--- config.mk ---
export PLATFORM = sky130hd
export DESIGN_NAME = shared_alu_arbiter
export DESIGN_NICKNAME = d
export VERILOG_FILES = /design/src/rtl/shared_alu_arbiter.sv
export SDC_FILE = /design/constraint.sdc
export NUM_CORES = 1
export LEC_CHECK = 0
export BUFFER_PORTS_ARGS = -buffer_cell sky130_fd_sc_hd__buf_2
export CORE_UTILIZATION = 40
export DETAILED_ROUTE_END_ITERATION = 7
export HOLD_SLACK_MARGIN = 0.02
export SLEW_MARGIN = 20
export SYNTH_ARGS = -nofsm -noshare
export SYNTH_HDL_FRONTEND = slang
export SYNTH_SLANG_ARGS = --single-unit
--- constraint.sdc ---
create_clock -name clk -period 8.5 [get_ports clk]
set_input_delay 2.125 -clock clk [delete_from_list [all_inputs] [get_ports clk]]
set_output_delay 2.125 -clock clk [all_outputs]
set_load 0.02 [all_outputs]
--- src/rtl/shared_alu_arbiter.sv ---
// Shared integer ALU with two-requester round-robin arbitration, ALU-control
// decode and a registered valid/ready response tagged with the requester ID.
// Optional macro ALU_ARB_BACK2BACK_EN: accept a new request in RESP on the
// same edge the response is consumed, skipping IDLE.
module shared_alu_arbiter #(
    parameter int unsigned WIDTH = 32
) (
    input  logic             clk,
    input  logic             rst,
    input  logic             req0_valid,
    output logic             req0_ready,
    input  logic [1:0]       req0_aluop,
    input  logic             req0_fun7,
    input  logic [2:0]       req0_fun3,
    input  logic [WIDTH-1:0] req0_a,
    input  logic [WIDTH-1:0] req0_b,
    input  logic             req1_valid,
    output logic             req1_ready,
    input  logic [1:0]       req1_aluop,
    input  logic             req1_fun7,
    input  logic [2:0]       req1_fun3,
    input  logic [WIDTH-1:0] req1_a,
    input  logic [WIDTH-1:0] req1_b,
    output logic             rsp_valid,
    input  logic             rsp_ready,
    output logic             rsp_id,
    output logic [WIDTH-1:0] rsp_result,
    output logic             rsp_zero,
    output logic             rsp_illegal
);

    typedef enum logic [1:0] {StIdle, StExec, StResp} state_t;

    state_t           state_q, state_d;
    logic             ptr_q;
    logic [1:0]       op_aluop_q;
    logic             op_fun7_q;
    logic [2:0]       op_fun3_q;
    logic [WIDTH-1:0] op_a_q, op_b_q;
    logic             op_id_q;

    logic             rsp_valid_q, rsp_id_q, rsp_zero_q, rsp_illegal_q;
    logic [WIDTH-1:0] rsp_result_q;

    logic             grant0, grant1, accept_window, accept, accept_id;
    logic [3:0]       alu_ctrl;
    logic             alu_illegal;
    logic [WIDTH-1:0] alu_result;

    // Round-robin grant: a lone requester always wins, a tie goes to the pointer.
    assign grant0 = req0_valid & (~req1_valid | ~ptr_q);
    assign grant1 = req1_valid & (~req0_valid | ptr_q);

`ifdef ALU_ARB_BACK2BACK_EN
    // RESP is always rsp_valid, so rsp_ready alone marks the handshake there.
    assign accept_window = (state_q == StIdle) | ((state_q == StResp) & rsp_ready);
`else
    assign accept_window = (state_q == StIdle);
`endif

    assign req0_ready = accept_window & grant0;
    assign req1_ready = accept_window & grant1;
    // Grants imply valid, so a ready is already an accept.
    assign accept     = req0_ready | req1_ready;
    assign accept_id  = req1_ready;

    // Decode {aluop, fun7, fun3} into the 4-bit ALU control code and compute.
    always_comb begin
        alu_ctrl    = 4'b0000;
        alu_illegal = 1'b0;
        alu_result  = '0;
        case ({op_aluop_q, op_fun7_q, op_fun3_q})
            6'b00_0_000: alu_ctrl = 4'b0010;
            6'b01_0_000: alu_ctrl = 4'b0110;
            6'b10_0_000: alu_ctrl = 4'b0010;
            6'b10_1_000: alu_ctrl = 4'b0110;
            6'b10_0_111: alu_ctrl = 4'b0000;
            6'b10_1_110: alu_ctrl = 4'b0001;
            default:     alu_illegal = 1'b1;
        endcase
        if (!alu_illegal) begin
            case (alu_ctrl)
                4'b0010: alu_result = op_a_q + op_b_q;
                4'b0110: alu_result = op_a_q - op_b_q;
                4'b0000: alu_result = op_a_q & op_b_q;
                4'b0001: alu_result = op_a_q | op_b_q;
                default: alu_result = '0;
            endcase
        end
    end

    // Next-state logic for the IDLE -> EXEC -> RESP sequence.
    always_comb begin
        state_d = state_q;
        case (state_q)
            StIdle:  if (accept) state_d = StExec;
            StExec:  state_d = StResp;
            StResp:  if (rsp_ready) state_d = accept ? StExec : StIdle;
            default: state_d = StIdle;
        endcase
    end

    // State, arbitration pointer and operand latches captured on accept.
    always_ff @(posedge clk or posedge rst) begin
        if (rst) begin
            state_q    <= StIdle;
            ptr_q      <= 1'b0;
            op_aluop_q <= '0;
            op_fun7_q  <= 1'b0;
            op_fun3_q  <= '0;
            op_a_q     <= '0;
            op_b_q     <= '0;
            op_id_q    <= 1'b0;
        end else begin
            state_q <= state_d;
            if (accept) begin
                ptr_q      <= ~accept_id;
                op_id_q    <= accept_id;
                op_aluop_q <= accept_id ? req1_aluop : req0_aluop;
                op_fun7_q  <= accept_id ? req1_fun7  : req0_fun7;
                op_fun3_q  <= accept_id ? req1_fun3  : req0_fun3;
                op_a_q     <= accept_id ? req1_a     : req0_a;
                op_b_q     <= accept_id ? req1_b     : req0_b;
            end
        end
    end

    // Response registers: loaded in EXEC, held under backpressure, cleared on handshake.
    always_ff @(posedge clk or posedge rst) begin
        if (rst) begin
            rsp_valid_q   <= 1'b0;
            rsp_id_q      <= 1'b0;
            rsp_result_q  <= '0;
            rsp_zero_q    <= 1'b1;
            rsp_illegal_q <= 1'b0;
        end else if (state_q == StExec) begin
            rsp_valid_q   <= 1'b1;
            rsp_id_q      <= op_id_q;
            rsp_result_q  <= alu_result;
            rsp_zero_q    <= (alu_result == '0);
            rsp_illegal_q <= alu_illegal;
        end else if ((state_q == StResp) && rsp_ready) begin
            rsp_valid_q <= 1'b0;
        end
    end

    assign rsp_valid   = rsp_valid_q;
    assign rsp_id      = rsp_id_q;
    assign rsp_result  = rsp_result_q;
    assign rsp_zero    = rsp_zero_q;
    assign rsp_illegal = rsp_illegal_q;

endmodule

# Word-level counts from Yosys, hierarchy flattened

Cells that the tools add are included.

Bits in registers: 110
Latch bits: 0
Bits in writable memories: 0
ROM bits: 0
Input port bits: 145
Output and inout bits: 38
Word-level logic and storage cells: 65
Memories kept: 0

$add $sub $neg: 2
Multipliers: 0
Div/mod/pow operators: 0
Magnitude comparators: 0
Equal/unequal tests: 12
Shifts and indexed selects: 0
Muxes and demuxes: 15
Bitwise operators: 13
Reductions and logical operators: 10

Operators by type and width:

| operator           | number |
|---|---|
| $pmux 32 s4        | 1 |
| $mux 32            | 3 |
| $add 32x32->32     | 1 |
| $and 32x32->32     | 1 |
| $logic_not 32->1   | 1 |
| $or 32x32->32      | 1 |
| $sub 32x32->32     | 1 |
| $eq 6x6->1 const B | 4 |
| $pmux 3 s3         | 1 |
| $eq 6x5->1 const B | 1 |
| $logic_not 6->1    | 1 |
| $mux 2             | 3 |
| $pmux 2 s3         | 1 |
| $reduce_or 6->1    | 1 |
| $mux 1             | 5 |
| $and 1x1->1        | 4 |
| $eq 4x1->1 const B | 1 |
| $eq 4x2->1 const B | 1 |
| $eq 4x3->1 const B | 1 |
| $logic_not 4->1    | 1 |
| $not 1->1          | 4 |
| $reduce_or 2->1    | 2 |
| $mux 3             | 1 |
| $or 1x1->1         | 3 |
| other kinds (8)    | 8 |

# Depth between registers and ports, before layout

Gate-level depths: netlist of run 1.

Depth after elaboration: 8
Mapped depth: 21
Depth with buffers taken out: 21

# Worst setup path after synthesis of run 1

No wires, ideal clock.

Kind: input to output
From: input port req0_valid
To: output port req0_ready
Arrival time: 2.989 ns
Path slack: 3.386 ns
Stages on the path: 3
Path buffers: 1
Cells stage by stage: nand2_1 > a21oi_1 > clkbuf_1

Longest elaborated chain between the ends: 2

Ends and longest elaborated chain:

| element            | RTL line | RTL |
|---|---|---|
| start: declaration | 10       | `input logic req0_valid,` |
| $and 1x1->1        | 51       | `assign grant0 = req0_valid & (~req1_valid \| ~ptr_q);` |
| $and 1x1->1        | 61       | `assign req0_ready = accept_window & grant0;` |
| end: declaration   | 11       | `output logic req0_ready,` |

Every way passes these cells.

# Final worst setup path of run 1

From: input port req1_valid
To: output port req1_ready

Longest elaborated chain between the ends: 2

Ends and longest elaborated chain:

| element            | RTL line | RTL |
|---|---|---|
| start: declaration | 17       | `input logic req1_valid,` |
| $and 1x1->1        | 52       | `assign grant1 = req1_valid & (~req0_valid \| ptr_q);` |
| $and 1x1->1        | 62       | `assign req1_ready = accept_window & grant1;` |
| end: declaration   | 18       | `output logic req1_ready,` |

Every way passes these cells.

==> metrics.cfg, run 1 <==
[flow_run]
drv.max_cap_violation_count = 0

[timing]
finalSetupViolCount = 0
grt_setup_unrepaired = false
finalClockSkew_ns = 0.00882
finalWorstPathRequiredPeriod_ns = 5.61
fmaxAchievable_mhz = 178
relSlewSlack_pct = 41.4
report.final.hold_viol_count = 0
timing_worst_slew_pin_value_ns = 0.879
finalCritPeriodShare_pct = 66.0
drv_slew = 0
fin_setup_tns_ns = 0
hold_slack_ns = 0.471

[clock_tree]
clk-insertion-delay-late_ns = 0.36
cts-root-buf = clkbuf_16
maximum_root_to_sink_buffer_count = 2
h-tree-depth = 3
clock-sinks = 110
cts.repair_timing.setup_buffer_count = 0
postCtsResizedCells = 0
cts_made_buffers = 9
post_cts_hold_buffer_count = 0
clock_slew_at_the_register_clock_pins_of_the_worst_setup_and_hold_paths_ns = 0.07
cts_tree = yes

[detailed_routing]
initialDrtViolationCount = 871
drt-vias-per-instance = 5.69
via_count = 7528
detail_route.drc_violations = 0
1st_pass_router_iterations = 7
route.antenna.remaining_nets = 0
avgRoutedWirePerCell_um = 18.0
routed_wirelength_um = 23900

[setup_path]
cp_common_cell = buf_2
worstReg2RegEnd = rsp_zero$_DFFE_PP1P_
critical_path.slowest_cell = buf_4
criticalPathCategory = input pin to output port
worstSetupStartpointType = input pin
timing.reg2reg.setup_slack_ns = 3.52
rr_worst_depth = 17
critical_path.max_fanout = 72
worstPathCellList = buf_2 -> nand2_1 -> a21oi_4 -> buf_4 -> buf_2
crit_arrival_ns = 3.48
critical_path.endpoint_type = output port
worst_path_largest_cell_delay_ns = 0.64
timing.critical_path.required_ns = 6.38
regToRegStartpoint = op_b_q[8]$_DFFE_PP0P_

[yosys]
syn-instance-count = 912
count_of_yosys_warnings_during_synthesis = 0
yosys_top_cell_area_share_pct = 34.6
commonest_cells_in_the_netlist = dfrtp_1, nand2_1, o21ai_0
async_reset_ff_share_pct = 100
post_synth_instance_area_mm2 = 0.00788
mappedNetlistNets = 1092
cell_types_with_the_largest_area_share_after_synthesis = dfrtp_1, a222oi_1, ha_1
synth_flop_cell = dfrtp_1
synth-edff-count = 0
synth-seq-cells = 110
syn-mean-instance-area_um2 = 8.64
post-synth-top-count-cell = dfrtp_1
seq_area_frac_synth_pct = 34.9
yosys.area.top_type = dfrtp_1
yosys.cell_types.count = 75

[grt]
antenna_found_initial = 0
grt-ovfl-total = 0
grt_pass1_vias = 6744
grt_first_pass_wirelength_um = 37500
grt_start_max_net_pins = 89
track_usage_pct = 24.1

[floorplan]
die_height_um = 142
starting_density_of_the_core_pct = 41.4
num_rows = 50
die_w_um = 142
design.die.area_mm2 = 0.0203
top_level_ports = 183
core_area_mm2 = 0.0190

[finish]
postLayoutCellArea_mm2 = 0.00930
antenna-diode-count = 0
multiInputGateArea_mm2 = 0.00468
fin_nets = 1240
syn2layout_area_growth_pct = 18.0
finalNonFillerCells = 1323
fillerInstances = 1952
fraction_of_final_layout_cells_sized_beyond_drive_strength_1_pct = 21.4
area.sequential_mm2 = 0.00275

[placement]
place_hpwl_um = 18200
place.port_buffers = 182
placement.cell_area_mm2 = 0.00902
globalplace.congestion = 1.00
dpl.cell_count = 1309

[power]
pwr_density_cell_mw_per_mm2 = 495
total_power_uw = 4600
static-leakage-power_uw = 0.00448
max-vdd-ir-drop_v = 0.000178

[worst_hold_path]
holdPathStages = 1
holdCritPathClass = flip-flop to flip-flop
hold-path-endpoint = rsp_result[30]$_DFFE_PP0P_
hp-start = rsp_result[30]$_DFFE_PP0P_

[status]
status = complete, no violations

[stage by stage]
step | worst slack [ns] | utilization [%]
3_5_place_dp | 2.89 | 47.4
3_3_place_gp | 2.89 | 47.4
5_1_grt | 2.77 | 48.9
4_1_cts | 2.89 | 48.9
6_report | 2.89 | 48.9
2_1_floorplan | 3.39 | -
[cell type report]
class | count | share of cell area [%]
Tap cell | 260 | 3.50
Clock inverter | 5 | 0.646
Inverter | 73 | 2.97
Sequential cell | 110 | 29.6
Clock buffer | 9 | 2.42
Multi-Input combinational cell | 674 | 50.3
Timing Repair Buffer | 192 | 10.6
[kinds of logic after synthesis]
| logic type | count (synthesis) | share of synthesized area (%) |
|---|---|---|
| AOI/OAI and AO/OA | 299 | 26.1 |
| muxes | 25 | 3.25 |
| and+or+nand+nor | 241 | 15.2 |
| adders and majority gates | 57 | 8.45 |
| DFF | 110 | 34.9 |
| xor gates and xnor gates | 52 | 5.78 |
| buffers and inverters | 128 | 6.30 |
[worst max-delay path by stage]
stage,slack [ns],from,depth (start not counted),to
6_report,2.89,req1_valid,5,req1_ready
5_1_grt,2.77,req1_valid,5,req1_ready
4_1_cts,2.89,req1_valid,5,req1_ready
3_5_place_dp,2.89,req1_valid,5,req1_ready
3_3_place_gp,2.89,req1_valid,5,req1_ready
2_1_floorplan,3.39,req0_valid,3,req0_ready
[power by group]
group | total (uW) | switching, uW | leakage [uW] | internal (uW)
registers | 1060 | 288 | 0.00139 | 767
clock network | 421 | 194 | 0.000138 | 227
logic | 3120 | 1890 | 0.00294 | 1240
[routing by layer]
metal	track usage (%)	vias up	routed length, um
met5	0	-	0
met4	8.15	0	434
met3	3.47	25	1650
met2	33.1	309	9610
met1	37.7	3503	12200
li1	-	3691	-
[flip-flops by register name (all words and copies together) (netlist names), 2 cells and up]
register    count
op_a_q         32
op_fun3_q       3
op_b_q         32
state_q         2
rsp_result     32
op_aluop_q      2
[placed cells by master, fill, tap and decap left out, drive strengths merged, types with 4 or more instances in the layout]
master	n
xor2	25
a31oi	14
nand4	7
nor2	33
nor4	7
nor2b	4
ha	34
dfrtp	109
and3	8
o21a	5
or3	5
nand2	99
o211ai	8
or2	6
a22oi	12
clkbuf	9
inv	75
and4	4
mux2	5
a222oi	53
nor3	21
mux2i	20
a21oi	54
nand3	8
a211oi	9
o21ai	88
nand2b	17
or4	4
xnor2	27
buf	192
maj3	22
and2	7
a21o	10
o31ai	8
[worst max-delay path: cells and delay by family]
| kind | cells | cell delay, ns |
|---|---|---|
| buf+inv | 3 | 1.09 |
| simple gates | 1 | 0.10 |
| compound gates | 1 | 0.13 |
(Power assumes the default switching activity.)
==> run 2: changes to the inputs <==
--- a/config.mk
+++ b/config.mk
@@ -5,6 +5,7 @@
 export SDC_FILE = /design/constraint.sdc
 export NUM_CORES = 1
 export LEC_CHECK = 0
+export ABC_AREA = 1
 export BUFFER_PORTS_ARGS = -buffer_cell sky130_fd_sc_hd__buf_2
 export CORE_UTILIZATION = 40
 export DETAILED_ROUTE_END_ITERATION = 7
==> constraint.sdc (replaced) <==
create_clock -name clk -period 4.5 [get_ports clk]
set_input_delay 1.125 -clock clk [delete_from_list [all_inputs] [get_ports clk]]
set_output_delay 1.125 -clock clk [all_outputs]
set_load 0.02 [all_outputs]
==> run 2 against run 1 <==
  * Critical path depth grew 22
  * Die area grew 10%
  * Setup slack lost 2.4 ns
  * Critical endpoint is now rsp_zero$_DFFE_PP1P_
  * Core utilization shrank 0.83 points
  * Power grew 97%
==> metrics.cfg, run 2 <==
[yosys]
post-synth-top-count-cell = nand2_1
count_of_yosys_warnings_during_synthesis = 0  ; unchanged
synth_flop_cell = dfrtp_1
synth-edff-count = 0  ; unchanged
yosys.area.top_type = dfrtp_1
async_reset_ff_share_pct = 100  ; unchanged
cell_types_with_the_largest_area_share_after_synthesis = dfrtp_1, nand2_1, inv_1
yosys.cell_types.count = 35  ; -53%
seq_area_frac_synth_pct = 31.7  ; -3.3 points
syn-instance-count = 1356  ; +49%
syn-mean-instance-area_um2 = 6.41  ; -26%
synth-seq-cells = 110  ; unchanged
mappedNetlistNets = 1536  ; +41%
commonest_cells_in_the_netlist = nand2_1, inv_1, dfrtp_1
yosys_top_cell_area_share_pct = 31.4  ; -3.2 points
post_synth_instance_area_mm2 = 0.00870  ; +10%

[power]
sw_frac_of_total_pct = 56.8  ; +5.3 points
comb_power_share_pct = 69.8  ; +1.9 points
pwr_density_cell_mw_per_mm2 = 893  ; +80%
cellInternalPower_uw = 3920  ; +76%
net-switching-power_uw = 5160  ; +120%
power.share.sequential_pct = 20.6  ; -2.3 points
max-vdd-ir-drop_v = 0.000283  ; +59%
static-leakage-power_uw = 0.00552  ; +23%
power.clock.fraction_pct = 9.5  ; +0.3 points

[grt]
antenna_found_initial = 1  ; +1
grt-ovfl-total = 0  ; unchanged
track_usage_pct = 25.7  ; +1.6 points
grt_pass1_vias = 8553  ; +27%
grt_first_pass_wirelength_um = 44500  ; +19%
grt_start_max_net_pins = 61  ; -31%

[detailed_routing]
avgRoutedWirePerCell_um = 15.5  ; -14%
drt-vias-per-instance = 5.07  ; -11%
1st_pass_router_iterations = 5  ; -2
via_count = 9101  ; +21%
detail_route.drc_violations = 0  ; unchanged
route.antenna.remaining_nets = 0  ; unchanged
routed_wirelength_um = 27800  ; +16%
initialDrtViolationCount = 608  ; -30%

[setup_path]
crit_arrival_ns = 4.32  ; +0.84 ns
critical_path.endpoint_type = flip-flop
worstReg2RegEnd = rsp_zero$_DFFE_PP1P_
worst_setup_path_startpoint = op_b_q[0]$_DFFE_PP0P_
timing.reg2reg.setup_slack_ns = 0.49  ; -3.03 ns
worstSetupStartpointType = flip-flop
rr_worst_depth = 27  ; +10
critical_path.max_fanout = 5  ; -93%
timing.critical_path.required_ns = 4.81  ; -1.57 ns
criticalPathCategory = flip-flop to flip-flop
crit_path_end = rsp_zero$_DFFE_PP1P_
regToRegStartpoint = op_b_q[0]$_DFFE_PP0P_

[timing]
final_ws_setup_ns = 0.489  ; -2.40 ns
drv_slew = 0  ; unchanged
finalClockSkew_ns = 0.0148  ; +0.00595 ns
grt_setup_unrepaired = false
finalSetupViolCount = 0  ; unchanged
fin_setup_tns_ns = 0  ; unchanged
finalCritPeriodShare_pct = 89.1
finalWorstPathRequiredPeriod_ns = 4.01
report.final.hold_viol_count = 0  ; unchanged
fmaxAchievable_mhz = 249
relSlewSlack_pct = 37.6  ; -3.8 points
timing_worst_slew_pin_value_ns = 0.933  ; +0.0543 ns

[placement]
place_hpwl_um = 22300  ; +23%
dp_slack_ns = 0.403  ; -2.49 ns
place.port_buffers = 182  ; unchanged
dpl.cell_count = 1779  ; +36%
globalplace.congestion = 0.906  ; -9.4%

[clock_tree]
h-tree-depth = 3  ; unchanged
clock-sinks = 110  ; unchanged
clk-insertion-delay-late_ns = 0.37  ; about the same
post_cts_hold_buffer_count = 0  ; unchanged
cts_tree = yes
clock_slew_at_the_register_clock_pins_of_the_worst_setup_and_hold_paths_ns = 0.09  ; +0.02 ns
cts_made_buffers = 9  ; unchanged
cts-root-buf = clkbuf_16
maximum_root_to_sink_buffer_count = 2  ; unchanged

[finish]
final_cell_mix = nand2_1, buf_2, inv_1, dfrtp_1, nand3_1
finalNonFillerCells = 1795  ; +36%
antenna-diode-count = 0  ; unchanged
fraction_of_final_layout_cells_sized_beyond_drive_strength_1_pct = 16.4  ; -5.1 points
final_common_cell = nand2_1
fin_nets = 1695  ; +37%
syn2layout_area_growth_pct = 16.9

[floorplan]
num_rows = 53  ; +6.0%
die_w_um = 149  ; +5.0%
top_level_ports = 183  ; unchanged
starting_density_of_the_core_pct = 41.1  ; -0.33 points
core_area_mm2 = 0.0212  ; +11%
die_height_um = 149  ; +5.0%
design.die.area_mm2 = 0.0223  ; +10%

[worst_hold_path]
holdCritPathClass = flip-flop to flip-flop

[status]
status = complete, no violations

[flow_run]
drv.max_cap_violation_count = 0  ; unchanged

==> run 2: cell count changes after synthesis, moves of 52 or more <==
| cell | change |
|---|---|
| nand3_1 | +93 |
| nand2_1 | +378 |
| o211ai_1 | +52 |
| nor2_1 | +52 |
| a222oi_1 | -53 |
| inv_1 | +108 |
==> run 2: worst min-delay path by stage <==
stage	depth (start not counted)	end	start	slack [ns]
3_5_place_dp	2	rsp_result[8]$_DFFE_PP0P_	rsp_result[8]$_DFFE_PP0P_	0.46
4_1_cts	2	rsp_result[8]$_DFFE_PP0P_	rsp_result[8]$_DFFE_PP0P_	0.48
6_report	2	rsp_result[8]$_DFFE_PP0P_	rsp_result[8]$_DFFE_PP0P_	0.48
3_3_place_gp	2	rsp_result[7]$_DFFE_PP0P_	rsp_result[7]$_DFFE_PP0P_	0.46
2_1_floorplan	2	op_b_q[31]$_DFFE_PP0P_	op_b_q[31]$_DFFE_PP0P_	0.47
5_1_grt	2	rsp_result[16]$_DFFE_PP0P_	rsp_result[16]$_DFFE_PP0P_	0.49
==> run 2: per-layer routing <==
metal / wire length (um) / share of wire, % / vias up / global-route usage [%]
met2: 11400 / 41 / 273 / 37.0
li1: - / - / 4688 / -
met4: 422 / 1.5 / 2 / 7.09
met3: 1600 / 5.7 / 29 / 3.08
met5: 13 / 0.047 / - / 0
met1: 14400 / 52 / 4109 / 39.8
==> run 2: timing repair <==
action / 4_1_cts / 5_1_grt
setup buffers: 0 / 0
gates resized for setup: 0 / 1
setup endpoints to repair: 0 / 4
==> run 2: cell families (layout without fill, tap and decap cells) <==
kind of cell	Yosys count	count (layout)	share of synthesized area, %
AO/OA/AOI/OAI	218	218	14.8
buffers and inverters	232	396	10.3
XOR/XNOR	31	31	3.12
AND/OR/NAND/NOR	730	730	35.0
adder cells (fa/ha/maj)	35	35	5.12
flip-flops	110	110	31.7
==> run 2: layout make-up <==
cell class / count / area, um^2
clock buffers: 9 / 225
fillers: 2264 / 11000
multi-input cells: 1014 / 5050
well taps: 275 / 344
clock inverters: 7 / 88.8
inverters: 187 / 704
flip-flops and latches: 110 / 2750
repair buffers: 193 / 1010
==> run 2: metrics by stage <==
stage	area [um^2]	power, uW	util, %	hold slack (ns)
2_1_floorplan	8700	6370	-	0.472
5_1_grt	10200	10000	48.1	0.493
6_report	10200	9080	48.1	0.476
3_3_place_gp	9860	8120	46.6	0.459
3_5_place_dp	9860	8150	46.6	0.462
4_1_cts	10200	9050	48.1	0.481
==> run 2: critical path, stage by stage (launching register included) <==
cell and delay (ns):
dfrtp_1 0.40, inv_1 0.15, ha_1 0.20, nand2_1 0.09, nor3_2 0.20, nand3_1 0.16, nor3_2 0.17, nand2_1 0.13
nor2_2 0.15, a21oi_1 0.12, nor2_2 0.15, o21ai_1 0.12, xor2_1 0.16, ha_1 0.37, nand2_1 0.16, nor2_1 0.22
nand2_1 0.10, nor3_1 0.13, nand2_1 0.12, nand2_1 0.08, nand2_1 0.04, nand3_1 0.06, nand2_1 0.06, nand2_1 0.09
nand2_1 0.05, nor2_1 0.10, nand4_1 0.10, nand2_1 0.07
==> run 2: power groups by stage <==
stage	sequential, uW	combinational (uW)	clock, uW
after floorplan	1900	4470	0
final	1870	6340	867
after detailed placement	1880	6270	0
after global placement	1870	6260	0
after CTS	1860	6310	881
after global routing	1930	7200	915
==> run 3: changes to the inputs <==
--- a/config.mk
+++ b/config.mk
@@ -10,6 +10,7 @@
 export CORE_UTILIZATION = 40
 export DETAILED_ROUTE_END_ITERATION = 7
 export HOLD_SLACK_MARGIN = 0.02
+export REMOVE_ABC_BUFFERS = 1
 export SLEW_MARGIN = 20
 export SYNTH_ARGS = -nofsm -noshare
 export SYNTH_HDL_FRONTEND = slang
==> run 3 against run 2 <==
  * Power barely moved
  * Die area unchanged
  * Largest cell class unchanged
  * Via count increased by 0.32%
  * First-iteration DRC count is 6.9% lower
  * Global-route usage fell by 0.17 points
  * Count of clock-buffer cells in the layout increased by 2
  * Core utilization grew 0.12 points
  * Fmax is 2.3% lower
  * Clock power shrank 2.3%
  * Largest power group unchanged
  * Register-to-register slack worse by 0.09 ns
==> metrics.cfg, run 3 (same netlist as run 2, synthesis figures left out) <==
[status]
status = complete, no violations

[clock_tree]
h-tree-depth = 3  ; unchanged
clock-sinks = 110  ; unchanged
clock_slew_at_the_register_clock_pins_of_the_worst_setup_and_hold_paths_ns = 0.08  ; about the same
clk-insertion-delay-late_ns = 0.36  ; about the same
cts_tree = yes
cts_made_buffers = 9  ; unchanged
cts-root-buf = clkbuf_16
maximum_root_to_sink_buffer_count = 2  ; unchanged

[worst_hold_path]
holdCritPathClass = flip-flop to flip-flop
holdPathStages = 2  ; unchanged

[timing]
finalWorstPathRequiredPeriod_ns = 4.11  ; +0.0945 ns
report.final.hold_viol_count = 0  ; unchanged
fin_setup_tns_ns = 0  ; unchanged
relSlewSlack_pct = 44.7  ; +7.1 points
timing_worst_slew_pin_value_ns = 0.830  ; -0.103 ns
fmaxAchievable_mhz = 244  ; -2.3%
drv_slew = 0  ; unchanged
grt_setup_unrepaired = false
finalSetupViolCount = 0  ; unchanged
finalCritPeriodShare_pct = 91.2  ; +2.1 points
finalClockSkew_ns = 0.0129  ; -0.00189 ns

[power]
max-vdd-ir-drop_v = 0.000320  ; +13%
pwr_density_cell_mw_per_mm2 = 891  ; -0.21%
static-leakage-power_uw = 0.00554  ; +0.25%

[setup_path]
criticalPathCategory = flip-flop to flip-flop
timing.critical_path.required_ns = 4.81  ; about the same
critical_path.slowest_cell = dfrtp_1
cp_common_cell = nand2_1
worstSetupStartpointType = flip-flop
rr_worst_depth = 26  ; -3.7%
worst_path_largest_cell_delay_ns = 0.40  ; about the same
crit_arrival_ns = 4.41  ; +0.09 ns
critical_path.endpoint_type = flip-flop
critical_path.max_fanout = 5  ; unchanged

[finish]
fin_nets = 1697  ; +0.12%
postLayoutCellArea_mm2 = 0.0102  ; +0.25%
antenna-diode-count = 0  ; unchanged
final_core_utilization_pct = 48.2  ; +0.12 points
final_common_cell = nand2_1
fillerInstances = 2274  ; +0.44%
final_cell_mix = nand2_1, buf_2, inv_1, dfrtp_1, nand3_1
syn2layout_area_growth_pct = 17.2
fraction_of_final_layout_cells_sized_beyond_drive_strength_1_pct = 16.7  ; +0.31 points

[detailed_routing]
detail_route.drc_violations = 0  ; unchanged
1st_pass_router_iterations = 7  ; +2
initialDrtViolationCount = 566  ; -6.9%
via_count = 9130  ; +0.32%
routed_wirelength_um = 27400  ; -1.6%
drt-vias-per-instance = 5.08  ; +0.21%
route.antenna.remaining_nets = 0  ; unchanged
avgRoutedWirePerCell_um = 15.2  ; -1.7%

[floorplan]
starting_density_of_the_core_pct = 41.1  ; unchanged
die_w_um = 149  ; unchanged
die_height_um = 149  ; unchanged
core_area_mm2 = 0.0212  ; unchanged
top_level_ports = 183  ; unchanged
num_rows = 53  ; unchanged
design.die.area_mm2 = 0.0223  ; unchanged

[placement]
placement.cell_area_mm2 = 0.00986  ; about the same
place_hpwl_um = 22200  ; -0.77%
place.port_buffers = 182  ; unchanged
globalplace.congestion = 0.890  ; -1.7%

[grt]
grt-ovfl-total = 0  ; unchanged
track_usage_pct = 25.6  ; -0.17 points
grt_start_max_net_pins = 67  ; +9.8%
grt_pass1_vias = 8503  ; -0.58%
antenna_found_initial = 3  ; +2
grt_first_pass_wirelength_um = 44000  ; -1.1%

[flow_run]
drv.max_cap_violation_count = 0  ; unchanged

## run 3: cell count changes in the layout (fill, tap and decap cells not counted), sizes merged
cell      before  now
clkinv         5    2
buf          193  195
clkinvlp       0    1
clkbuf         9   11
## run 3: worst paths after layout
| kind | startpoint | endpoint | slack, ns |
|---|---|---|---|
| hold / removal | rsp_zero$_DFFE_PP1P_ | rsp_zero$_DFFE_PP1P_ | 0.47 |
| min in group asynchronous | rst | op_b_q[31]$_DFFE_PP0P_ | 0.91 |
| hold reg to reg | rsp_zero$_DFFE_PP1P_ | rsp_zero$_DFFE_PP1P_ | 0.47 |
| setup / recovery | op_b_q[0]$_DFFE_PP0P_ | rsp_zero$_DFFE_PP1P_ | 0.39 |
| max in group asynchronous | rst | op_a_q[0]$_DFFE_PP0P_ | 2.86 |
| setup reg to reg | op_b_q[0]$_DFFE_PP0P_ | rsp_zero$_DFFE_PP1P_ | 0.39 |
## run 3: final cells by class
| class | instances | area [um^2] | area share [%] |
|---|---|---|---|
| inverters | 187 | 704 | 6.91 |
| well taps | 275 | 344 | 3.37 |
| flip-flops and latches | 110 | 2750 | 27.0 |
| clock inverters | 5 | 63.8 | 0.626 |
| clock buffers | 11 | 243 | 2.38 |
| repair buffers | 195 | 1020 | 10.0 |
| multi-input cells | 1014 | 5070 | 49.7 |
## run 3: critical path, delay by kind of cell, from the launching register on
family                     cells  cell delay, ns
buffers and inverters          1            0.13
xor gates and xnor gates       1            0.18
adders and majority gates      2            0.53
AOI/OAI and AO/OA              3            0.57
DFF                            1            0.40
and+or+nand+nor               19            2.21
## run 3: where the power goes
group | internal [uW] | switching, uW | total, uW
sequential | 1450 | 381 | 1830
combinational | 2050 | 4360 | 6410
clock | 454 | 393 | 847
## run 3: per-stage QoR
step	instances	total power, uW	hold slack, ns	setup slack, ns
floorplan	1311	6270	0.472	-0.0178
detailed placement	1780	8170	0.461	0.281
global placement	1780	8190	0.459	0.371
finish	1797	9080	0.472	0.395
global route	1797	10100	0.483	0.0132
CTS	1796	9040	0.474	0.245
## run 3: per-layer routing
metal	vias to the layer above	track usage (%)	wire length, um
met4	6	6.73	368
li1	4686	-	-
met2	222	38.0	11400
met5	-	0	28
met3	33	2.71	1110
met1	4183	38.8	14400
## run 3: repair_timing
action,in CTS,in global routing
setup buffers,0,1
endpoints found under the hold margin,0,0
setup endpoints to repair,0,5
gates resized for setup,0,5
hold buffers,0,0
